==> config.mk <==
export PLATFORM = sky130hd
export DESIGN_NAME = divide_ramp_ctrl
export DESIGN_NICKNAME = d
export VERILOG_FILES = /design/src/rtl/divide_ramp_ctrl.sv
export SDC_FILE = /design/constraint.sdc
export NUM_CORES = 1
export LEC_CHECK = 0
export ABC_AREA = 1
export CORE_ASPECT_RATIO = 1.2
export CORE_MARGIN = 2
export CORE_UTILIZATION = 59
export CTS_BUF_LIST = sky130_fd_sc_hd__clkbuf_16
export DETAILED_ROUTE_END_ITERATION = 6
export PLACE_DENSITY = 0.81
export RECOVER_POWER = 50
export REMOVE_ABC_BUFFERS = 1
export SYNTH_ARGS = -nofsm -noshare
export SYNTH_HDL_FRONTEND = slang
export SYNTH_SLANG_ARGS = --single-unit
==> constraint.sdc <==
create_clock -name i_clk -period 6.5 [get_ports i_clk]
set_clock_uncertainty 0.05 [all_clocks]
set_input_delay 1.95 -clock i_clk [delete_from_list [all_inputs] [get_ports i_clk]]
set_output_delay 1.95 -clock i_clk [all_outputs]
set_load 0.1 [all_outputs]
==> src/rtl/divide_ramp_ctrl.sv <==
// ---------------------------------------------------------------------------
// divide_ramp_ctrl
//   Ramp controller for the divide_in ratio of the integer clock divider
//   directly downstream. A command (target ratio, step size, dwell time) is
//   taken over a valid/ready port. The ratio then walks toward the target in
//   bounded steps. Each value is held long enough for the divider to pick it
//   up at a period boundary and then run one full period. This keeps clkout
//   free of large instantaneous frequency jumps.
//
// Ports
//   i_clk          system clock, all logic on posedge
//   i_rst_n        asynchronous active-low reset
//   i_cfg_valid    command valid
//   o_cfg_ready    command accepted when valid & ready at posedge (IDLE only)
//   i_cfg_target   target ratio
//   i_cfg_step     max ratio change per step (0 behaves as 1)
//   i_cfg_dwell    minimum cycles each ratio is held
//   i_abort        stop the ramp, keep the current ratio
//   o_divide_out   registered ratio driving the divider
//   o_busy         high while stepping or dwelling
//   o_done         one-cycle pulse once the target has been held for its dwell
// ---------------------------------------------------------------------------
module divide_ramp_ctrl #(
  parameter int             W        = 8,
  parameter int             DWELL_W  = 16,
  parameter logic [W-1:0]   INIT_DIV = {W{1'b0}}
) (
  input  logic               i_clk,
  input  logic               i_rst_n,
  input  logic               i_cfg_valid,
  output logic               o_cfg_ready,
  input  logic [W-1:0]       i_cfg_target,
  input  logic [W-1:0]       i_cfg_step,
  input  logic [DWELL_W-1:0] i_cfg_dwell,
  input  logic               i_abort,
  output logic [W-1:0]       o_divide_out,
  output logic               o_busy,
  output logic               o_done
);

  typedef enum logic [1:0] {
    ST_IDLE  = 2'd0,
    ST_STEP  = 2'd1,
    ST_DWELL = 2'd2
  } state_t;

  localparam logic [DWELL_W-1:0] CNT_ONE  = {{(DWELL_W-1){1'b0}}, 1'b1};
  localparam logic [DWELL_W-1:0] CNT_TWO  = {{(DWELL_W-2){1'b0}}, 2'd2};
  localparam logic [W-1:0]       STEP_ONE = {{(W-1){1'b0}}, 1'b1};

  state_t             r_state;
  logic [W-1:0]       r_target;
  logic [W-1:0]       r_step;
  logic [DWELL_W-1:0] r_dwell;
  logic [DWELL_W-1:0] r_cnt;

  logic [W:0]         w_diff_up;
  logic [W:0]         w_diff_dn;
  logic [W-1:0]       w_next_div;
  logic [DWELL_W-1:0] w_dwell_min;
  logic [DWELL_W-1:0] w_dwell_eff;

  // Command port is ready exactly while idle.
  always_comb begin
    o_cfg_ready = 1'b0;
    if (r_state == ST_IDLE) begin
      o_cfg_ready = 1'b1;
    end else begin
      o_cfg_ready = 1'b0;
    end
  end

  // Next ratio toward the target and the dwell it must be held for.
  always_comb begin
    // Differences carry one extra bit so neither direction can wrap.
    w_diff_up  = {1'b0, r_target} - {1'b0, o_divide_out};
    w_diff_dn  = {1'b0, o_divide_out} - {1'b0, r_target};
    w_next_div = r_target;
    if (r_target > o_divide_out) begin
      if (w_diff_up <= {1'b0, r_step}) begin
        w_next_div = r_target;
      end else begin
        w_next_div = o_divide_out + r_step;
      end
    end else if (r_target < o_divide_out) begin
      if (w_diff_dn <= {1'b0, r_step}) begin
        w_next_div = r_target;
      end else begin
        w_next_div = o_divide_out - r_step;
      end
    end else begin
      w_next_div = r_target;
    end
    // Worst case for the divider to adopt a ratio d at a period boundary and
    // then complete one full period is 2*d+2 clocks.
    w_dwell_min = {{(DWELL_W-W-1){1'b0}}, w_next_div, 1'b0} + CNT_TWO;
    if (r_dwell > w_dwell_min) begin
      w_dwell_eff = r_dwell;
    end else begin
      w_dwell_eff = w_dwell_min;
    end
  end

  // Ramp FSM with registered ratio, busy and done.
  always_ff @(posedge i_clk or negedge i_rst_n) begin
    if (!i_rst_n) begin
      r_state      <= ST_IDLE;
      r_target     <= {W{1'b0}};
      r_step       <= {W{1'b0}};
      r_dwell      <= {DWELL_W{1'b0}};
      r_cnt        <= {DWELL_W{1'b0}};
      o_divide_out <= INIT_DIV;
      o_busy       <= 1'b0;
      o_done       <= 1'b0;
    end else begin
      o_done <= 1'b0;
      case (r_state)
        ST_IDLE: begin
          // Abort is ignored here; a same-edge command is still taken.
          if (i_cfg_valid) begin
            r_target <= i_cfg_target;
            if (i_cfg_step == {W{1'b0}}) begin
              r_step <= STEP_ONE;
            end else begin
              r_step <= i_cfg_step;
            end
            r_dwell <= i_cfg_dwell;
            r_state <= ST_STEP;
            o_busy  <= 1'b1;
          end else begin
            r_state <= ST_IDLE;
          end
        end
        ST_STEP: begin
          if (i_abort) begin
            r_state <= ST_IDLE;
            o_busy  <= 1'b0;
          end else begin
            o_divide_out <= w_next_div;
            r_cnt        <= w_dwell_eff;
            r_state      <= ST_DWELL;
          end
        end
        ST_DWELL: begin
          if (i_abort) begin
            r_state <= ST_IDLE;
            o_busy  <= 1'b0;
          end else if (r_cnt == CNT_ONE) begin
            if (o_divide_out != r_target) begin
              r_state <= ST_STEP;
            end else begin
              r_state <= ST_IDLE;
              o_busy  <= 1'b0;
              o_done  <= 1'b1;
            end
          end else begin
            r_cnt <= r_cnt - CNT_ONE;
          end
        end
        default: begin
          r_state <= ST_IDLE;
          o_busy  <= 1'b0;
        end
      endcase
    end
  end

endmodule

* After elaboration in Yosys (flattened, before gate mapping)
Cells that the tools add are included.
** Operators by class
- Add/sub/neg operators :: 6
- Order comparisons :: 5
- Equal/unequal tests :: 11
- Mux-type cells :: 27
- Bitwise logic cells :: 1
- Reduce and logical (&&, ||, !) cells :: 7
** Operators with widths (number)
- $mux W16 :: 4
- $mux W8 :: 5
- $pmux W16 S2 :: 1
- $le A9 B8 Y1 :: 2
- $sub A8 B8 Y9 :: 2
- $eq A16 B1 Y1 const B :: 1
- $gt A16 B10 Y1 :: 1
- $sub A16 B1 Y16 const B :: 1
- $mux W1 :: 12
- $add A9 B2 Y10 const B :: 1
- $ne A2 B2 Y1 const B :: 5
- $add A8 B8 Y8 :: 1
- $gt A8 B8 Y1 :: 1
- $logic_not A8 Y1 :: 1
- $lt A8 B8 Y1 :: 1
- $ne A8 B8 Y1 :: 1
- $reduce_and A4 Y1 :: 2
- $sub A8 B8 Y8 :: 1
- $mux W2 :: 3
- $ne A3 B3 Y1 const B :: 2
- $pmux W2 S3 :: 1
- $reduce_and A2 Y1 :: 2
- $pmux W1 S3 :: 1
- $eq A2 B1 Y1 const B :: 1
- other kinds (4) :: 4
** Word-level totals
- Flip-flop bits (word level) :: 60

* Logic depth before layout (Yosys ltp)
- Depth in word-level cells :: 10
- Depth in mapped cells :: 40
- Gate-level depth less buffers :: 38

* Worst setup path after synthesis
Ideal clock, no wire load.
- Path type :: register -> register
- From :: register o_divide_out[1]
- To :: register r_cnt[1]
- Arrival time :: 5.279 ns
- Path slack :: 1.037 ns
- Cell stages (with the launch flop) :: 34
- Buffers on the path :: 2
- Cells stage by stage :: dfrtp_1 inv_1 ha_1 nand2_1 o21ai_0 a21oi_1 xnor2_1 ha_1 and3_1 nand2_1 nand2_1 nand2_1 nand2_1 nand2_2 buf_6 o211ai_2 nand2_4 inv_1 ha_1 nand2_1 nor2_4 nand2_1 nand2_1 nand2_2 ha_1 a21oi_1 o21ai_0 a21oi_1 o2111ai_1 nand2_1 buf_2 o21ai_0 o21ai_0 o21ai_0
** On the way
- Cells in the longest elaborated chain, start to end :: 10
** Ends and longest elaborated chain
- from (decl) :: RTL line 36 : output logic [W-1:0] o_divide_out,
- from (signal assigned) :: RTL line 139 : o_divide_out <= w_next_div;
- $sub A8 B8 Y9 :: RTL line 77 : w_diff_dn = {1'b0, o_divide_out} - {1'b0, r_target};
- $le A9 B8 Y1 :: RTL line 86 : if (w_diff_dn <= {1'b0, r_step}) begin
- $mux W8 :: RTL line 86
- $mux W8 :: RTL line 85 : end else if (r_target < o_divide_out) begin
- $mux W8 (*) :: RTL line 79 : if (r_target > o_divide_out) begin
- via w_next_div[0] :: RTL line 59 : logic [W-1:0] w_next_div;
- $add A9 B2 Y10 (*) :: RTL line 96 : w_dwell_min = {{(DWELL_W-W-1){1'b0}}, w_next_div, 1'b0} + CNT_TWO;
- $gt A16 B10 Y1 :: RTL line 97 : if (r_dwell > w_dwell_min) begin
- $mux W16 (*) :: RTL line 97
- $mux W16 (*) :: RTL line 135 : if (i_abort) begin
- $pmux W16 S2 (*) :: RTL line 117 : case (r_state)
- to (signal assigned) :: RTL line 111 : r_cnt <= {DWELL_W{1'b0}};
- to (signal assigned) :: RTL line 140 : r_cnt <= w_dwell_eff;
- to (signal assigned) :: RTL line 157 : r_cnt <= r_cnt - CNT_ONE;
- to (decl) :: RTL line 55 : logic [DWELL_W-1:0] r_cnt;
Mark *: on every way through the listed nets, which the timed path passes. The rest lies on a longest branch. The select of a mux whose other input is x is not followed.
A chain may end at the register's enable or synchronous reset.

* Worst setup path after layout
- From :: register o_divide_out[2]
- To :: register r_cnt[3]
Same word-level chain as after synthesis.

==> flow_summary.json <==
{
  "ys_seq_elements": 60,
  "synthArstFlopShare_pct": 100,
  "ioPinCount": 47,
  "nFillCells": 715,
  "place_inst": 832,
  "path_clk_slew_ns": 0.06,
  "grt_max_degree": 61,
  "num_rows": 37,
  "syn_area_per_cell_um2": 7.54,
  "ys_warn_count": 0,
  "drive_gt1_share_pct": 9.58,
  "areaGrowthSynthToFinish_pct": 15.1,
  "drc": 0,
  "worstMarginPinSlew_ns": 3.25,
  "wirelength_um": 13900,
  "status": "complete, but fails checks",
  "slowest_stage": "dfrtp_1",
  "finalHoldViolations": 0,
  "utilization_pct": 70.1,
  "yosysSeqAreaShare_pct": 28.8,
  "cts_tree": "built",
  "coreArea_um2": 8560,
  "n_antenna_cell": 0,
  "grt_first_pass_wirelength_um": 23000,
  "die-area_um2": 9620,
  "synth_edf_count": 0,
  "arrival_ns": 6.06,
  "grt-ovfl-total": 0,
  "min_period_ns": 5.89,
  "gr-usage-all-layers_pct": 30.0,
  "grt_pass1_vias": 4974,
  "vias": 4808,
  "worstPathMaxFanout": 13,
  "yosys_most_used_dff": "dfrtp_1",
  "mostFrequentLayoutCells": "127 x nand2_1, 90 x inv_1, 65 x nor2_1, 59 x dfrtp_1, 57 x ha_1",
  "cts.root.buffer_cell": "clkbuf_16",
  "max_slew_margin_pct": -117,
  "final_common_cell": "nand2_1",
  "crit_type": "reg2reg",
  "synth_cells": 692,
  "avgRoutedWirePerCell_um": 16.4,
  "worstHoldPathType": "reg2reg",
  "antenna_found_initial": 0,
  "end_kind": "flip-flop",
  "clk_path_buf_depth": 2,
  "maxSlewViolCount": 118,
  "gp_congestion": 0.962,
  "finalNetCount": 823,
  "rsz0062_at_grt": "no",
  "fmax_ghz": 0.170,
  "numCtsBuffers": 9,
  "start_kind": "flip-flop",
  "setup_viol": 0,
  "hpwl_um": 10500,
  "detail-route-antenna-nets": 0,
  "viasPerCell": 5.67,
  "seq_area_um2": 1500,
  "drt_iter0_markers": 284,
  "dr.pass1.iters": 5,
  "initial_core_util_pct": 60.9,
  "cts_sinks": 60,
  "fin_cells": 848,
  "max_stage_delay_ns": 0.48,
  "synth_area_um2": 5220,
  "dieHeight_um": 107,
  "clk_latency_ns": 0.33,
  "synth.distinct_cells": 52,
  "finalCritPeriodShare_pct": 90.6,
  "h-tree-depth": 3,
  "multi_input_area_um2": 3230,
  "die_x_um": 89.9,
  "crit_required_ns": 6.67,
  "setup-tns-final_ns": 0,
  "cpMostUsedCell": "nand2_1",
  "violations": "max-capacitance violations, max-slew violations",
  "port-buffer-count": 46,
  "drv_cap": 2
}
## what timing repair did
item / in CTS / in global routing
gates resized for setup: 0 / 1
buffers inserted: 0 / 0
setup endpoints to repair: 0 / 4
hold buffers: 0 / 0
## area by class of cell
type | instances | area share (%)
clock inverters | 7 | 1.29
clock buffers | 9 | 3.75
well taps | 117 | 2.44
repair buffers | 48 | 7.77
inverters | 94 | 5.92
multi-input cells | 513 | 53.8
flip-flops and latches | 60 | 25.0
## flip-flops by register name, summed over array words and instances, names as in the netlist
signal,count
o_busy,1
o_divide_out,8
r_dwell,16
r_step,8
o_done,1
r_cnt,16
r_state,2
r_target,8
## critical path, delay by kind of cell, from the launching register on
family / cells / cell delay (ns)
simple gates: 19 / 2.29
compound gates: 8 / 1.23
fa+ha+maj: 4 / 1.15
flops: 1 / 0.48
buf+inv: 3 / 0.43
xor+xnor: 1 / 0.18
## cell families after synthesis
| group | synth area share, % |
|---|---|
| multiplexers | 2.16 |
| buffers and inverters | 9.30 |
| flip-flops | 28.8 |
| AND/OR/NAND/NOR | 23.8 |
| XOR/XNOR | 5.01 |
| adder cells (fa/ha/maj) | 15.2 |
| AO/OA/AOI/OAI | 15.7 |
## layer usage
metal / global-route usage (%) / vias to the layer above / part of all wire [%]
met4: 18.0 / 0 / 5.0
met1: 32.0 / 2257 / 39
li1: - / 2334 / -
met3: 4.22 / 47 / 4.5
met5: 0 / - / 0
met2: 56.2 / 170 / 52
## final timing paths
check,start,endpoint,slack (ns),cells after the start
hold reg to reg,r_cnt[9],r_cnt[9],0.46,2
max in group asynchronous,i_rst_n,o_divide_out[1],1.57,2
setup / recovery,o_divide_out[2],r_cnt[3],0.61,35
hold / removal,r_cnt[9],r_cnt[9],0.46,2
min in group asynchronous,i_rst_n,r_dwell[13],2.73,2
setup reg to reg,o_divide_out[2],r_cnt[3],0.61,35
## stage by stage
| step | hold WS (ns) | setup slack (ns) | instance area (um^2) |
|---|---|---|---|
| after floorplan | 0.415 | 0.927 | 5090 |
| after global placement | 0.433 | 0.789 | 5710 |
| after detailed placement | 0.444 | 0.565 | 5710 |
| after CTS | 0.458 | 0.531 | 6010 |
| after global routing | 0.484 | 0.0424 | 6010 |
| final | 0.462 | 0.613 | 6010 |
## synthesized netlist by cell type (2+ instances only)
cell        n  area, um^2
a21boi_2    2        22.5
a21o_1      2        15.0
a21oi_1    56         280
a22oi_1     2        15.0
a31oi_1     9        56.3
and2_1      2        12.5
buf_2       2        10.0
buf_4       5        37.5
buf_6       2        22.5
clkbuf_1   15        56.3
dfrtp_1    60        1500
fa_1        4        80.1
ha_1       57         713
inv_1      90         338
inv_2       3        11.3
mux2_2     10         113
nand2_1   127         477
nand2_2    10        62.6
nand2_4     5        56.3
nand3_1    38         190
nand3_2     3        30.0
nand4_1     7        43.8
nor2_1     65         244
nor2_2      4        25.0
nor2_4      3        33.8
nor3_1      3        15.0
nor4_1      2        12.5
o211ai_1    4        30.0
o211ai_2    2        25.0
o21a_1      2        15.0
o21ai_0    45         225
o21ai_1     3        15.0
o21bai_1    2        15.0
o21bai_2    2        22.5
xnor2_1    11        96.3
xor2_1     17         149
Power is not shown: default switching activity piles up to over one toggle a cycle in this logic, so the estimate is an artifact.
